--- src/rtl/rv_ctrl_pkg.sv ---
// Shared encodings for the multicycle RV32 main controller: opcodes,
// FSM states, datapath select codes and the opcode class enum.
package rv_ctrl_pkg;

  localparam logic [6:0] OPC_R_TYPE = 7'b0110011;
  localparam logic [6:0] OPC_I_TYPE = 7'b0010011;
  localparam logic [6:0] OPC_LOAD   = 7'b0000011;
  localparam logic [6:0] OPC_STORE  = 7'b0100011;
  localparam logic [6:0] OPC_BRANCH = 7'b1100011;
  localparam logic [6:0] OPC_LUI    = 7'b0110111;
  localparam logic [6:0] OPC_AUIPC  = 7'b0010111;
  localparam logic [6:0] OPC_JAL    = 7'b1101111;
  localparam logic [6:0] OPC_JALR   = 7'b1100111;

  typedef enum logic [2:0] {
    ST_IDLE   = 3'd0,
    ST_FETCH  = 3'd1,
    ST_DECODE = 3'd2,
    ST_EXEC   = 3'd3,
    ST_MEM    = 3'd4,
    ST_WB     = 3'd5,
    ST_TRAP   = 3'd6
  } ctrl_state_t;

  localparam logic [1:0] ALU_ADD   = 2'b00;
  localparam logic [1:0] ALU_SUB   = 2'b01;
  localparam logic [1:0] ALU_FUNCT = 2'b10;
  localparam logic [1:0] ALU_IMM   = 2'b11;

  localparam logic [1:0] SRC_A_RS1  = 2'b00;
  localparam logic [1:0] SRC_A_PC   = 2'b01;
  localparam logic [1:0] SRC_A_ZERO = 2'b10;

  localparam logic [1:0] WB_ALU = 2'b00;
  localparam logic [1:0] WB_MEM = 2'b01;
  localparam logic [1:0] WB_PC4 = 2'b10;

  localparam logic [1:0] CAUSE_NONE    = 2'b00;
  localparam logic [1:0] CAUSE_ILLEGAL = 2'b01;
  localparam logic [1:0] CAUSE_TIMEOUT = 2'b10;

  typedef enum logic [3:0] {
    CLS_R      = 4'd0,
    CLS_I      = 4'd1,
    CLS_LUI    = 4'd2,
    CLS_AUIPC  = 4'd3,
    CLS_LOAD   = 4'd4,
    CLS_STORE  = 4'd5,
    CLS_BRANCH = 4'd6,
    CLS_JAL    = 4'd7,
    CLS_JALR   = 4'd8,
    CLS_NONE   = 4'd9
  } opc_class_t;

endpackage

--- src/rtl/opcode_classifier.sv ---
// Combinational opcode decode: maps a 7-bit major opcode to its class and
// a legal flag, honouring the optional-instruction enables.
module opcode_classifier
  import rv_ctrl_pkg::*;
#(
  parameter int EN_JALR  = 1,
  parameter int EN_AUIPC = 1
) (
  input  logic [6:0] opcode,
  output logic [3:0] opc_class,
  output logic       legal
);

  opc_class_t cls;

  // Classify the opcode; anything unrecognised or disabled is CLS_NONE.
  always_comb begin
    cls = CLS_NONE;
    case (opcode)
      OPC_R_TYPE: cls = CLS_R;
      OPC_I_TYPE: cls = CLS_I;
      OPC_LOAD:   cls = CLS_LOAD;
      OPC_STORE:  cls = CLS_STORE;
      OPC_BRANCH: cls = CLS_BRANCH;
      OPC_LUI:    cls = CLS_LUI;
      OPC_JAL:    cls = CLS_JAL;
      OPC_AUIPC:  cls = (EN_AUIPC != 0) ? CLS_AUIPC : CLS_NONE;
      OPC_JALR:   cls = (EN_JALR != 0) ? CLS_JALR : CLS_NONE;
      default:    cls = CLS_NONE;
    endcase
  end

  assign opc_class = cls;
  assign legal     = (cls != CLS_NONE);

endmodule

--- src/rtl/multicycle_control_fsm.sv ---
// Multicycle main controller: sequences FETCH/DECODE/EXEC/MEM/WB, drives
// per-state datapath controls, stalls on mem_ready and traps on illegal
// opcodes or memory timeouts.
module multicycle_control_fsm
  import rv_ctrl_pkg::*;
#(
  parameter int MEM_TIMEOUT = 16,
  parameter int EN_JALR     = 1,
  parameter int EN_AUIPC    = 1
) (
  input  logic       clk,
  input  logic       rst_n,
  input  logic       en,
  input  logic [6:0] opcode,
  input  logic       mem_ready,
  output logic       mem_read,
  output logic       mem_write,
  output logic       iord,
  output logic       ir_write,
  output logic       pc_write,
  output logic       branch,
  output logic       jump,
  output logic [1:0] alu_src_a,
  output logic       alu_src,
  output logic [1:0] alu_op,
  output logic       reg_write,
  output logic [1:0] wb_sel,
  output logic       trap,
  output logic [1:0] trap_cause,
  output logic [2:0] state
);

  localparam int CNT_W = (MEM_TIMEOUT > 0) ? $clog2(MEM_TIMEOUT + 1) : 1;

  ctrl_state_t state_reg, state_next;
  logic [6:0]  opc_reg;
  logic [CNT_W-1:0] wait_cnt_reg;
  logic [1:0]  cause_reg, cause_next;
  logic        rst_done_reg;   // blocks leaving IDLE on the first edge after reset release

  logic [6:0]  cls_opcode;
  logic [3:0]  cls_bits;
  opc_class_t  cur_cls;
  logic        cur_legal;
  logic        mem_wait;
  logic        timeout_hit;

  // DECODE judges the live opcode; later states use the copy latched at the end of DECODE.
  assign cls_opcode = (state_reg == ST_DECODE) ? opcode : opc_reg;

  opcode_classifier #(
    .EN_JALR  (EN_JALR),
    .EN_AUIPC (EN_AUIPC)
  ) u_classifier (
    .opcode    (cls_opcode),
    .opc_class (cls_bits),
    .legal     (cur_legal)
  );

  assign cur_cls  = opc_class_t'(cls_bits);
  assign mem_wait = ((state_reg == ST_FETCH) || (state_reg == ST_MEM)) && !mem_ready;

  generate
    if (MEM_TIMEOUT > 0) begin : g_timeout
      assign timeout_hit = mem_wait && (wait_cnt_reg == CNT_W'(MEM_TIMEOUT - 1));
    end else begin : g_no_timeout
      assign timeout_hit = 1'b0;
    end
  endgenerate

  // State, latched opcode, trap cause and memory wait counter.
  always_ff @(posedge clk or negedge rst_n) begin
    if (!rst_n) begin
      state_reg    <= ST_IDLE;
      opc_reg      <= '0;
      wait_cnt_reg <= '0;
      cause_reg    <= CAUSE_NONE;
      rst_done_reg <= 1'b0;
    end else begin
      state_reg    <= state_next;
      cause_reg    <= cause_next;
      rst_done_reg <= 1'b1;
      if (state_reg == ST_DECODE) begin
        opc_reg <= opcode;
      end
      if ((state_next != state_reg) &&
          ((state_next == ST_FETCH) || (state_next == ST_MEM))) begin
        wait_cnt_reg <= '0;
      end else if (mem_wait) begin
        wait_cnt_reg <= wait_cnt_reg + CNT_W'(1);
      end
    end
  end

  // Next-state and per-state control decode; completion beats timeout.
  always_comb begin
    state_next = state_reg;
    cause_next = cause_reg;
    mem_read   = 1'b0;
    mem_write  = 1'b0;
    iord       = 1'b0;
    ir_write   = 1'b0;
    pc_write   = 1'b0;
    branch     = 1'b0;
    jump       = 1'b0;
    alu_src_a  = SRC_A_RS1;
    alu_src    = 1'b0;
    alu_op     = ALU_ADD;
    reg_write  = 1'b0;
    wb_sel     = WB_ALU;
    case (state_reg)
      ST_IDLE: begin
        if (en && rst_done_reg) state_next = ST_FETCH;
      end
      ST_FETCH: begin
        mem_read = 1'b1;
        if (mem_ready) begin
          ir_write   = 1'b1;
          pc_write   = 1'b1;
          state_next = ST_DECODE;
        end else if (timeout_hit) begin
          state_next = ST_TRAP;
          cause_next = CAUSE_TIMEOUT;
        end
      end
      ST_DECODE: begin
        if (cur_legal) begin
          state_next = ST_EXEC;
        end else begin
          state_next = ST_TRAP;
          cause_next = CAUSE_ILLEGAL;
        end
      end
      ST_EXEC: begin
        state_next = ST_WB;
        case (cur_cls)
          CLS_R:     alu_op = ALU_FUNCT;
          CLS_I:     begin alu_src = 1'b1; alu_op = ALU_IMM; end
          CLS_LUI:   begin alu_src_a = SRC_A_ZERO; alu_src = 1'b1; alu_op = ALU_IMM; end
          CLS_AUIPC: begin alu_src_a = SRC_A_PC; alu_src = 1'b1; alu_op = ALU_ADD; end
          CLS_LOAD, CLS_STORE: begin
            alu_src    = 1'b1;
            state_next = ST_MEM;
          end
          CLS_BRANCH: begin
            branch     = 1'b1;
            alu_op     = ALU_SUB;
            state_next = ST_FETCH;
          end
          CLS_JAL:   jump = 1'b1;
          CLS_JALR:  begin jump = 1'b1; alu_src = 1'b1; end
          default: begin
            state_next = ST_TRAP;
            cause_next = CAUSE_ILLEGAL;
          end
        endcase
      end
      ST_MEM: begin
        iord      = 1'b1;
        mem_write = (cur_cls == CLS_STORE);
        mem_read  = (cur_cls != CLS_STORE);
        if (mem_ready) begin
          state_next = (cur_cls == CLS_STORE) ? ST_FETCH : ST_WB;
        end else if (timeout_hit) begin
          state_next = ST_TRAP;
          cause_next = CAUSE_TIMEOUT;
        end
      end
      ST_WB: begin
        reg_write  = 1'b1;
        state_next = ST_FETCH;
        if (cur_cls == CLS_LOAD) wb_sel = WB_MEM;
        else if ((cur_cls == CLS_JAL) || (cur_cls == CLS_JALR)) wb_sel = WB_PC4;
      end
      ST_TRAP: begin
        state_next = ST_TRAP;
      end
      default: state_next = ST_IDLE;
    endcase
  end

  assign trap       = (state_reg == ST_TRAP);
  assign trap_cause = cause_reg;
  assign state      = state_reg;

endmodule

--- config.mk ---
export PLATFORM = sky130hd
export DESIGN_NAME = multicycle_control_fsm
export DESIGN_NICKNAME = d
export VERILOG_FILES = /design/src/rtl/rv_ctrl_pkg.sv /design/src/rtl/opcode_classifier.sv /design/src/rtl/multicycle_control_fsm.sv
export SDC_FILE = /design/constraint.sdc
export NUM_CORES = 1
export LEC_CHECK = 0
export ABC_AREA = 0
export BUFFER_PORTS_ARGS = -buffer_cell sky130_fd_sc_hd__buf_2
export CAP_MARGIN = 10
export CORE_UTILIZATION = 45
export DETAILED_ROUTE_END_ITERATION = 7
export PLACE_DENSITY = 0.68
export SETUP_SLACK_MARGIN = 0.05
export SYNTH_ARGS = -nofsm -noshare
export SYNTH_HDL_FRONTEND = slang
export SYNTH_HIERARCHICAL = 1
export SYNTH_SLANG_ARGS = --single-unit
--- constraint.sdc ---
create_clock -name clk -period 5.2 [get_ports clk]
set_clock_uncertainty 0.15 [all_clocks]
set_input_delay 0.26 -clock clk [delete_from_list [all_inputs] [get_ports clk]]
set_output_delay 0.26 -clock clk [all_outputs]
set_load 0.01 [all_outputs]
* Yosys cells after proc, flatten, opt, wreduce, memory -nomap -nowiden
Cells that the tools add are included.
** Storage, ports and cells
- Flip-flop bits (word level) :: 18
- Logic and storage cells :: 95
** Operators by class
- Reductions and logical operators :: 20
- Add/sub/neg operators :: 1
- Equality and inequality tests :: 33
- Multiplexer cells :: 36
** Operators with widths (count)
- case mux 4 bit (9 select lines) :: 1
- == test 7 x 6 -> 1 bit (second input constant) :: 3
- == test 7 bit (second input constant) :: 3
- case mux 3 bit (7 select lines) :: 1
- two-way mux 2 bit :: 9
- two-way mux 3 bit :: 6
- == test 4 x 3 -> 1 bit (second input constant) :: 4
- == test 7 x 5 -> 1 bit (second input constant) :: 2
- == test 3 bit (second input constant) :: 4
- case mux 2 bit (3 select lines) :: 2
- OR reduction 6 bit :: 2
- two-way mux 1 bit :: 11
- two-way mux 5 bit :: 2
- case mux 3 bit (3 select lines) :: 1
- OR reduction 9 bit :: 1
- == test 4 x 2 -> 1 bit (second input constant) :: 2
- OR reduction 2 bit :: 4
- == test 7 x 2 -> 1 bit (second input constant) :: 1
- two-way mux 7 bit :: 1
- == test 3 x 1 -> 1 bit (second input constant) :: 2
- == test 3 x 2 -> 1 bit (second input constant) :: 2
- != test 2 bit (second input constant) :: 3
- adder 5 x 1 -> 5 bit (second input constant) :: 1
- == test 5 x 4 -> 1 bit (second input constant) :: 1
- 16 further kinds :: 21

* Longest topological paths before layout
- Word-level depth :: 12
- Gate-level depth with buffers :: 15
- Depth with buffers taken out :: 12

* By module
The synthesis kept the hierarchy.
** By module, submodules not included
- multicycle_control_fsm :: cells each 133, instances 1, area each 1253.7 um2, sequential area each 450.4 um2
- opcode_classifier :: cells each 27, instances 1, area each 171.4 um2, sequential area each 0.0 um2

* Least setup slack after synthesis
OpenSTA, ideal clock, no wires.
- Path kind :: register -> register
- Start :: register state_reg[0], in the netlist state[0]
- End :: register wait_cnt_reg[0]
- Library setup time :: 125 ps
- Required time :: 4925 ps
- Slack :: 1509 ps
- Arrival time :: 3416 ps
- Stages on the path, launching flop included :: 14
- Cells stage by stage :: dfrtp_1 buf_2 buf_4 nor3_2 mux2_2 buf_4 a211o_1 a211oi_1 and4bb_1 a2bb2oi_2 o311ai_2 a21o_1 mux2i_4 nor2_1
** On the way
- Cells in the longest elaborated chain, start to end :: 12
- Elaborated cells between the ends (all ways) :: 48
- Those cells by class :: 27 x eq/ne; 11 x mux; 10 x reduce/logical
** Ends and longest elaborated chain
- from (decl) :: line multicycle_control_fsm.sv:35 : ctrl_state_t state_reg, state_next;
- from (signal assigned) :: line multicycle_control_fsm.sv:80 : state_reg <= state_next;
- == test 3 x 2 -> 1 bit (*) :: line multicycle_control_fsm.sv:49 : assign cls_opcode = (state_reg == ST_DECODE) ? opcode : opc_reg;
- two-way mux 7 bit (*)
- net cls_opcode[2] :: line multicycle_control_fsm.sv:41 : logic [6:0] cls_opcode;
- == test 7 bit, or another cell as far along :: line opcode_classifier.sv:19 : case (opcode)
- case mux 4 bit (9 select lines) (*) :: line opcode_classifier.sv:19
- net cls_bits[2] :: line multicycle_control_fsm.sv:42 : logic [3:0] cls_bits;
- == test 4 x 3 -> 1 bit, or another cell as far along :: line multicycle_control_fsm.sv:136 : case (cur_cls)
- OR reduction 6 bit (no source line), or another cell as far along
- case mux 3 bit (3 select lines) or two-way mux 3 bit (tied branches) :: line multicycle_control_fsm.sv:136, multicycle_control_fsm.sv:162
- case mux 3 bit (7 select lines) (*) :: line multicycle_control_fsm.sv:111 : case (state_reg)
- net state_next[2] :: line multicycle_control_fsm.sv:35
- == test 3 x 1 -> 1 bit or == test 3 bit (tied branches) :: line multicycle_control_fsm.sv:87 : ((state_next == ST_FETCH) || (state_next == ST_MEM))) begin
- logical OR 1 bit :: line multicycle_control_fsm.sv:87
- logical AND 1 bit (*) :: line multicycle_control_fsm.sv:86 : if ((state_next != state_reg) &&
- two-way mux 5 bit or nonzero test 2 bit (tied branches)
- to (signal assigned) :: line multicycle_control_fsm.sv:90 : wait_cnt_reg <= wait_cnt_reg + CNT_W'(1);
- to (decl) :: line multicycle_control_fsm.sv:37 : logic [CNT_W-1:0] wait_cnt_reg;
Mark *: on every way through the listed nets, which the timed path passes. The rest lies on a longest branch.
A chain may end at the register's enable or synchronous reset.

* Worst setup path after layout
- Start :: register state_reg[1], in the netlist state[1]
- End :: output alu_op[0]
** On the way
- Cells in the longest elaborated chain, start to end :: 8
- Elaborated cells between the ends (all ways) :: 20
- Those cells by class :: 14 x eq/ne; 4 x mux; 2 x reduce/logical
** Ends and longest elaborated chain
- == test 3 x 2 -> 1 bit (*) :: line multicycle_control_fsm.sv:49
- two-way mux 7 bit (*)
- net cls_opcode[2] :: line multicycle_control_fsm.sv:41
- == test 7 bit, or another cell as far along :: line opcode_classifier.sv:19
- case mux 4 bit (9 select lines) (*) :: line opcode_classifier.sv:19
- net cls_bits[1] :: line multicycle_control_fsm.sv:42
- == test 4 x 2 -> 1 bit or == test 4 x 1 -> 1 bit (tied branches) :: line multicycle_control_fsm.sv:136
- OR reduction 2 bit (no source line)
- case mux 2 bit (3 select lines) (*) :: line multicycle_control_fsm.sv:136
- two-way mux 2 bit (*) :: line multicycle_control_fsm.sv:111
- to (decl) :: line multicycle_control_fsm.sv:25 : output logic [1:0] alu_op,
Marks and branches as above.

==> flow_metrics.tcl <==
set metrics [dict create \
    status "completed" \
    drv_slew 0 \
    yosys_most_used_dff "dfrtp_1" \
    grt_pass1_wl_um 4933 \
    worst-endpoint-arrival_ns 3.78 \
    num_antenna_cells 0 \
    final_nets 201 \
    synth-xor-area-share_pct 3.073 \
    r2r-start "state[1]" \
    drcViolationCount 0 \
    start_kind "flop" \
    synth.distinct_cells 54 \
    cp.required_ns 4.79 \
    die_h_um 58.28 \
    min_period_ns 4.188 \
    seq_area_um2 450.4 \
    hold_path_end "opc_reg[1]" \
    clock_path_buffers 2 \
    insertion_delay_ns 0.28 \
    via_per_inst 5.339 \
    max_slew_margin_pct 55.28 \
    hold_start "opcode[1]" \
    fill_cells 295 \
    timing.rr.end "wait_cnt_reg[1]" \
    tns_ns 0 \
    critical_path_class "reg -> out" \
    synth_adder_area_share_pct 1.756 \
    p_per_area_mw_per_mm2 136.6 \
    setup-violations-final 0 \
    start_util_pct 47.07 \
    ios 32 \
    clk_pin_slew_ns 0.10 \
    cts_setup_buffers 0 \
    hold_violations 0 \
    dp_hpwl_um 2199 \
    synth_compound_area_share_pct 23.53 \
    seq_area_frac_synth_pct 31.61 \
    die_width_um 58.28 \
    overflow 0 \
    area_delta_synth_final_pct 12.03 \
    leakage_nw 0.7332 \
    final_area_mm2 0.001597 \
    cts_num_sinks 18 \
    synthesis.nets 173 \
    grt_pass1_vias 1126 \
    synth_top_family_by_area "simple AND/OR/NAND/NOR gates" \
    worst_pin_slew_ns 0.6684 \
    fin_crit_sh_pct 80.53 \
    hp-class "in -> reg" \
    synthesis.area_mm2 0.001425 \
    first_pass_iters 4 \
    ys_seq_elements 18 \
    grt_antenna_before_repair 0 \
    final_layout_size_suffix_gt1_share_pct 27.96 \
    synth_mux_area_share_pct 7.814 \
    routed_wl_um 2835 \
    grt_max_degree 21 \
    timing.hold.ws_ns 0.07540 \
    ant_nets 0 \
    h-tree-depth 1 \
    syn_area_per_cell_um2 8.907 \
    clockRootBuffer "clkbuf_4" \
    drt_iter0_drc 21 \
    yosys_warnings 6 \
    gp_congestion 0.8852 \
    wl_per_cell_um 12.33 \
    io_buffers 31 \
    core_mm2 0.003028 \
    cp_max_fo 18 \
    multi_input_area_um2 858.3 \
    dieArea_mm2 0.003396 \
    cap_viol_max_count 0 \
    cts_hold_buf 1 \
    grt_usage_pct 18.94 \
    vias 1228 \
    cts_buffers 3 \
    ctsResizeCount 0 \
    synth-simple-area-share_pct 23.79 \
    synth_edf_count 0 \
    reg2regPathDepth 12 \
    largest_register_ffs 7 \
    end_kind "output pin" \
    rsz0062_at_grt "false" \
    fmax_ghz 0.2388 \
    synth_cells 160 \
    rows 20 \
    cts_tree "built" \
    worstHoldPathCells 2 \
    irDropWorstVdd_mv 0.1239 \
    postPlaceCellArea_mm2 0.001564 \
    rrSetupSlack_ns 1.06 \
    async_reset_ff_share_pct 100.0 \
]
how the worst max path moves through the flow:
stage,startpoint,endpoint
2_1_floorplan,state[0],wait_cnt_reg[0]
3_3_place_gp,state[1],wait_cnt_reg[0]
3_5_place_dp,state[1],wait_cnt_reg[3]
4_1_cts,state[1],alu_op[0]
5_1_grt,state[1],alu_op[0]
6_report,state[1],alu_op[0]
critical path: stages (launching register included):
cell,delay (ns)
dfrtp_1,0.71
inv_1,0.23
nor3_2,0.48
mux2_2,0.49
xnor2_1,0.21
a32oi_1,0.12
nor2_1,0.53
and4bb_1,0.33
nor2b_1,0.16
o21bai_1,0.11
buf_2,0.14
per-stage QoR:
step / util, % / worst slack, ns / std cells / total power [W]
6_report: 52.73 / 1.012 / 230 / 0.0002180
5_1_grt: 52.73 / 0.6531 / 230 / 0.0002300
4_1_cts: 52.73 / 0.9642 / 230 / 0.0002213
3_5_place_dp: 51.65 / 1.058 / 226 / 0.0001545
3_3_place_gp: 51.65 / 1.248 / 226 / 0.0001542
2_1_floorplan: - / 1.509 / 160 / 0.0001469
per-layer routing:
layer,up-vias,track usage (%),wire length [um]
met3,2,3.125,64
met1,584,25.04,1364
met4,0,7.823,19
met5,-,0,0
li1,621,-,-
met2,21,30.87,1386
cells in the mapped netlist, types with 3 or more instances:
master	number	area share, %
a21oi_1	7	2.5
buf_2	3	1.1
buf_4	4	2.1
buf_6	3	2.4
dfrtp_1	18	32
inv_1	10	2.6
mux2_2	7	5.5
nand2_1	11	2.9
nand2b_1	6	2.6
nand3_1	3	1.1
nand4_1	3	1.3
nor2_1	20	5.3
nor2b_1	7	3.1
o21ai_0	7	2.5
xnor2_1	3	1.8
cell families (layout without fill, tap and decap cells):
family | after synthesis | count (layout)
AND/OR/NAND/NOR | 64 | 64
AO/OA/AOI/OAI | 41 | 41
buffers and inverters | 20 | 46
flip-flops | 18 | 18
multiplexers | 9 | 9
XOR/XNOR | 5 | 5
adder cells (fa/ha/maj) | 2 | 2
other | 1 | 1
power breakdown:
part / switching [W] / internal, W
Combinational: 0.00000558 / 0.00000446
Sequential: 0.000000795 / 0.000141
Clock: 0.0000393 / 0.0000269
Total: 0.0000457 / 0.000172
cells in the final DEF (no fill, tap or decap), drive strengths merged, types with 4 or more instances in the layout:
cell	count
a211oi	4
a21oi	7
buf	32
dfrtp	18
inv	10
mux2	7
nand2	11
nand2b	6
nor2	20
nor2b	8
o21ai	8
cell type report:
class                   instances  area share [%]
flip-flops and latches         18           28.21
multi-input cells             122           53.76
well taps                      44           3.448
repair buffers                 33           10.82
clock buffers                   3           1.411
inverters                      10           2.351
Power figures use the tool's default switching activity.
